**config.mk**
```make
export PLATFORM = sky130hd
export DESIGN_NAME = cell_stream_fetch
export DESIGN_NICKNAME = d
export VERILOG_FILES = /design/src/rtl/cell_stream_fetch.sv
export SDC_FILE = /design/constraint.sdc
export NUM_CORES = 2
export LEC_CHECK = 0
export CELL_PAD_IN_SITES_DETAIL_PLACEMENT = 1
export CELL_PAD_IN_SITES_GLOBAL_PLACEMENT = 1
export CORE_AREA = 8 8 608 610
export DETAILED_ROUTE_END_ITERATION = 7
export DIE_AREA = 0 0 616 618
export PLACE_DENSITY_LB_ADDON = 0.1
export RECOVER_POWER = 100
export SLEW_MARGIN = 10
export SYNTH_ARGS = -nofsm -noshare
export SYNTH_HDL_FRONTEND = slang
export SYNTH_SLANG_ARGS = --single-unit
```
**constraint.sdc**
```tcl
create_clock -name clk -period 24.2 [get_ports clk]
set_clock_uncertainty 0.1 [all_clocks]
set_input_delay 3.63 -clock clk [delete_from_list [all_inputs] [get_ports clk]]
set_output_delay 3.63 -clock clk [all_outputs]
set_load 0.01 [all_outputs]
```
**src/rtl/cell_stream_fetch.sv**
```systemverilog
// rtl/cell_stream_fetch.sv - raster-order cell fetcher from Cell Cache to HOG with credit-gated 2-entry output FIFO
module cell_stream_fetch #(
    parameter int  CELL_WIDTH   = 768,
    parameter int  MAX_ROW_CNUM = 30,
    parameter int  MAX_COL_CNUM = 40,
    localparam int CELL_ADDR_W  = $clog2(MAX_ROW_CNUM*MAX_COL_CNUM),
    localparam int ROW_ADDR_W   = $clog2(MAX_ROW_CNUM+1),
    localparam int COL_ADDR_W   = $clog2(MAX_COL_CNUM+1)
) (
    input  logic                   clk,
    input  logic                   rst,
    input  logic                   cell_fetch_start_i,
    input  logic [ROW_ADDR_W-1:0]  cfg_row_num_i,
    input  logic [COL_ADDR_W-1:0]  cfg_col_num_i,
    input  logic [CELL_WIDTH-1:0]  bwd_cell_data_i,
    output logic                   bwd_cell_en_o,
    output logic [CELL_ADDR_W-1:0] bwd_cell_addr_o,
    output logic [CELL_WIDTH-1:0]  fwd_cell_data_o,
    output logic [3:0]             fwd_cell_edge_o,
    output logic                   fwd_cell_last_o,
    output logic                   fwd_cell_valid_o,
    input  logic                   fwd_cell_ready_i,
    output logic                   busy_o,
    output logic                   frame_done_o
);

    localparam logic [1:0] ST_IDLE  = 2'd0;
    localparam logic [1:0] ST_RUN   = 2'd1;
    localparam logic [1:0] ST_DRAIN = 2'd2;

    localparam logic [ROW_ADDR_W-1:0]  ROW_MAX  = ROW_ADDR_W'(MAX_ROW_CNUM);
    localparam logic [COL_ADDR_W-1:0]  COL_MAX  = COL_ADDR_W'(MAX_COL_CNUM);
    localparam logic [ROW_ADDR_W-1:0]  ROW_ONE  = ROW_ADDR_W'(1);
    localparam logic [COL_ADDR_W-1:0]  COL_ONE  = COL_ADDR_W'(1);
    localparam logic [CELL_ADDR_W-1:0] ADDR_ONE = CELL_ADDR_W'(1);

    logic [1:0]             state_q, state_d;
    logic [ROW_ADDR_W-1:0]  row_q, rows_m1_q, rows_eff;
    logic [COL_ADDR_W-1:0]  col_q, cols_m1_q, cols_eff;
    logic [CELL_ADDR_W-1:0] addr_q;
    logic                   inflight_q;
    logic [4:0]             tag_q, tag_d;
    logic                   done_q;

    logic [CELL_WIDTH-1:0]  data_mem_q [2];
    logic [4:0]             tag_mem_q  [2];
    logic                   wr_ptr_q, rd_ptr_q;
    logic [1:0]             count_q;

    logic       start_acc, fifo_valid, pop, push, issue, last_issue, head_last;
    logic       row_first, row_final, col_first, col_final;
    logic [2:0] credit;

    assign start_acc  = cell_fetch_start_i && (state_q == ST_IDLE);
    assign fifo_valid = (count_q != 2'd0);
    assign pop        = fifo_valid && fwd_cell_ready_i;
    assign push       = inflight_q;
    assign head_last  = tag_mem_q[rd_ptr_q][0];

    // Slots already committed: stored cells plus the RAM return still in flight, minus the one leaving now.
    assign credit     = {1'b0, count_q} + {2'b00, inflight_q} - {2'b00, pop};
    assign issue      = (state_q == ST_RUN) && (credit < 3'd2);

    assign row_first  = (row_q == '0);
    assign row_final  = (row_q == rows_m1_q);
    assign col_first  = (col_q == '0);
    assign col_final  = (col_q == cols_m1_q);
    assign last_issue = issue && row_final && col_final;
    assign tag_d      = {row_first, row_final, col_first, col_final, row_final && col_final};

    always_comb begin
        rows_eff = cfg_row_num_i;
        if (cfg_row_num_i == '0 || cfg_row_num_i > ROW_MAX) rows_eff = ROW_MAX;
        cols_eff = cfg_col_num_i;
        if (cfg_col_num_i == '0 || cfg_col_num_i > COL_MAX) cols_eff = COL_MAX;
    end

    always_comb begin
        state_d = state_q;
        case (state_q)
            ST_IDLE:  if (start_acc) state_d = ST_RUN;
            ST_RUN:   if (last_issue) state_d = ST_DRAIN;
            ST_DRAIN: if (pop && head_last) state_d = ST_IDLE;
            default:  state_d = ST_IDLE;
        endcase
    end

    always_ff @(posedge clk) begin
        if (rst) begin
            state_q    <= ST_IDLE;
            row_q      <= '0;
            col_q      <= '0;
            rows_m1_q  <= '0;
            cols_m1_q  <= '0;
            addr_q     <= '0;
            inflight_q <= 1'b0;
            tag_q      <= '0;
            done_q     <= 1'b0;
        end else begin
            state_q    <= state_d;
            inflight_q <= issue;
            tag_q      <= tag_d;
            done_q     <= (state_q == ST_DRAIN) && pop && head_last;
            if (start_acc) begin
                row_q     <= '0;
                col_q     <= '0;
                addr_q    <= '0;
                rows_m1_q <= rows_eff - ROW_ONE;
                cols_m1_q <= cols_eff - COL_ONE;
            end else if (issue) begin
                addr_q <= addr_q + ADDR_ONE;
                if (col_final) begin
                    col_q <= '0;
                    row_q <= row_q + ROW_ONE;
                end else begin
                    col_q <= col_q + COL_ONE;
                end
            end
        end
    end

    // Returning RAM word and its registered tag land together in the FIFO.
    always_ff @(posedge clk) begin
        if (rst) begin
            for (int i = 0; i < 2; i++) begin
                data_mem_q[i] <= '0;
                tag_mem_q[i]  <= '0;
            end
            wr_ptr_q <= 1'b0;
            rd_ptr_q <= 1'b0;
            count_q  <= 2'd0;
        end else begin
            if (push) begin
                data_mem_q[wr_ptr_q] <= bwd_cell_data_i;
                tag_mem_q[wr_ptr_q]  <= tag_q;
                wr_ptr_q             <= ~wr_ptr_q;
            end
            if (pop) rd_ptr_q <= ~rd_ptr_q;
            case ({push, pop})
                2'b10:   count_q <= count_q + 2'd1;
                2'b01:   count_q <= count_q - 2'd1;
                default: count_q <= count_q;
            endcase
        end
    end

    fifo_no_overflow: assert property (@(posedge clk) disable iff (rst)
        !(push && (count_q == 2'd2) && !pop));

    assign bwd_cell_en_o    = issue;
    assign bwd_cell_addr_o  = addr_q;
    assign fwd_cell_data_o  = data_mem_q[rd_ptr_q];
    assign fwd_cell_edge_o  = tag_mem_q[rd_ptr_q][4:1];
    assign fwd_cell_last_o  = head_last;
    assign fwd_cell_valid_o = fifo_valid;
    assign busy_o           = (state_q != ST_IDLE);
    assign frame_done_o     = done_q;

endmodule

```
==> results.cfg <==
[clock_tree]
cts_setup_buffers = 0
clock_latency_ps = 870
clock_path_buffers = 4
clk_pin_slew_ps = 60
numCtsBuffers = 208
cts-root-buf = clkbuf_16
htree_levels = 4
cts_tree = yes
cts_resized = 0
hold_buffers = 0
cts.sink_count = 1593

[global_route]
gr-usage-met3 = 0.0677
grt_pass1_wl_um = 392000
grt_usage = 0.147
top_usage_layer = met2
gr-usage-met2 = 0.282
grt-ovfl-total = 0
met1_usage = 0.145
grt_max_degree = 185
grt_antenna_before_repair = 216
first_global_vias = 44800

[worst_setup_path]
r2r-end = data_mem_q[1][324]
crit_path_top_delay_cell = clkbuf_1
worstSetupStartpointType = flop
crit_type = flop to output port
path_cells = clkbuf_1, clkbuf_1, clkbuf_1, mux2_2, dlygate4sd3_1
critical_path_required_ps = 20470
r2r_setup_slack_ps = 12250
cp-end-kind = output port
crit_top_cell = clkbuf_1
ff2ff_path_depth = 7
crit_fanout = 61
cp.arrival_ps = 12070
r2r_start = inflight_q
max_stage_delay_ps = 2900
crit_path_end = fwd_cell_data_o[397]

[timing]
setup_viol = 0
slew_violations = 2748
hold_viol = 0
worstMarginPinSlew_ps = 9170
holdWs_ps = 394
fin_crit_ps = 15800
rsz0062_at_grt = false
final.setup.tns_ps = 0
min_period_over_period = 0.653
fmax_mhz = 63.3
setup_ws_ps = 8400
max-slew-margin-rel = -5.11

[drt]
initialDrtViolationCount = 1786
vias_per_cell = 3.84
drc = 0
drt_pre_antenna_iters = 5
drt_wl_total_um = 293000
drt-wirelength-per-cell_um = 26.8
final_antenna_net_count = 0
num_vias = 42100

[floorplan]
core_sq_um = 360000
die-area_sq_um = 381000
die_w_um = 616
dieHeight_um = 618
initial_utilization = 0.189
row_count = 221
ios = 1571

[power_and_ir_drop]
p_leak_nw = 34.6
p_per_area_nw_per_um2 = 75.8
ir_drop_uv = 48.9
p_total_w = 0.00724

[yosys]
syn-num-nets = 5181
netlist_instances = 4390
avgSynthCellArea_sq_um = 15.5
synth_seq_cells = 1593
synth_flop_cell = edfxtp_1
synth-edff-count = 1546
seq_area_frac_synth = 0.695
async_reset_ff_frac = 0
synth_cell_type_count = 43
synthesis.area_sq_um = 68200
synth_warnings = 0

[placed_design]
dp_slack_ps = 13440
place_hpwl_um = 209000
port_buffers = 1570
place_congestion = 0.753
dp.cells = 10500

[worst_hold_path]
min_path_type = flop to flop

[finish]
fin_cells = 11000
flow.area_growth_from_synthesis_pct = 40.1
nFillCells = 38500
drive_above_1_share = 0.157
num-nets-final = 6755

[run]
cap_viol_max_count = 47

[run_status]
status = finished, violations left
violations = capacitance limit, slew limit
[state kept, by name, summed over array words and instances, names as in the netlist, 2 cells and up, named ones only]
register         count
count_q              2
row_q                5
bwd_cell_addr_o     11
cols_m1_q            6
tag_q                5
rows_m1_q            5
tag_mem_q           10
col_q                6
state_q              2
data_mem_q        1536
[placed cells by master, fill, tap and decap left out, types with 7 or more instances in the layout]
cell and n:
clkbuf_1 101, ha_1 7, nor2_1 45, a21oi_1 12, nand3_1 8, xnor2_1 14
edfxtp_1 1546, buf_4 14, nor3_1 8, clkbuf_16 213, mux2_1 103, dfxtp_1 47
diode_2 33, dlygate4sd3_1 673, clkinv_2 32, xor2_1 20, clkdlybuf4s50_1 897, clkinv_1 55
and3_1 7, o21ai_0 7, mux2_2 670, and2_0 635, nand2_1 21, and2_1 912
inv_1 11, bufinv_16 7
[cells in the mapped netlist (all sizes together), types with 11 or more instances]
library cell / number / area (sq um)
dfxtp: 47 / 941
xor2: 21 / 191
nand2: 22 / 85.1
and2: 1547 / 9680
nor2: 45 / 169
clkbuf: 170 / 638
xnor2: 14 / 123
mux2: 773 / 8700
a21oi: 12 / 60.1
buf: 97 / 492
edfxtp: 1546 / 46400
inv: 11 / 41.3
[layer usage]
metal / vias to the layer above / share of wire
met5: - / 0.0038
met4: 166 / 0.024
met3: 617 / 0.094
met2: 1314 / 0.54
met1: 21200 / 0.34
li1: 18800 / -
[worst max-delay path: cells and delay by family, from the launching register on]
family	cells	cell delay [ps]
muxes	1	520
DFF	1	1870
buffers and inverters	4	8570
[where the power goes]
part | internal, W | switching [W] | leakage, nW
Sequential | 0.00324 | 0.0000430 | 16.5
Clock | 0.00170 | 0.00126 | 3.11
Combinational | 0.000465 | 0.000530 | 15.0
[final cells by class]
| cell class | instances | area [sq um] | area share |
|---|---|---|---|
| flip-flops and latches | 1593 | 47400 | 0.496 |
| well taps | 4794 | 6000 | 0.0628 |
| clock inverters | 105 | 744 | 0.00779 |
| multi-input cells | 2519 | 19600 | 0.205 |
| inverters | 11 | 41.3 | 0.000432 |
| repair buffers | 1631 | 16000 | 0.168 |
| diodes | 33 | 82.6 | 0.000864 |
| clock buffers | 276 | 5630 | 0.0589 |
[per-stage QoR]
stage | utilization | instance area, sq um
2_1_floorplan | - | 68200
3_3_place_gp | 0.248 | 89300
3_5_place_dp | 0.248 | 89300
4_1_cts | 0.266 | 95700
5_1_grt | 0.265 | 95500
6_report | 0.265 | 95500
[worst min-delay path by stage]
stage                             from                 end  slack, ps  depth (start not counted)
global route        bwd_cell_addr_o[1]  bwd_cell_addr_o[1]        420                          2
floorplan                   state_q[1]        frame_done_o        350                          2
finish              bwd_cell_addr_o[1]  bwd_cell_addr_o[1]        390                          2
detailed placement  bwd_cell_addr_o[1]  bwd_cell_addr_o[1]        390                          2
global placement    bwd_cell_addr_o[6]  bwd_cell_addr_o[6]        380                          2
CTS                         state_q[0]        frame_done_o        390                          1
[kinds of logic (layout without fill, tap and decap cells)]
kind of cell	Yosys count	count (layout)	synth area share
multiplexers	777	777	0.128
adder cells (fa/ha/maj)	8	8	0.00158
buffers and inverters	278	2023	0.0172
flip-flops	1593	1593	0.695
XOR/XNOR	35	35	0.00461
AND/OR/NAND/NOR	1666	1666	0.151
AO/OA/AOI/OAI	33	33	0.00301
other	0	33	0
(Power assumes the default switching activity.)
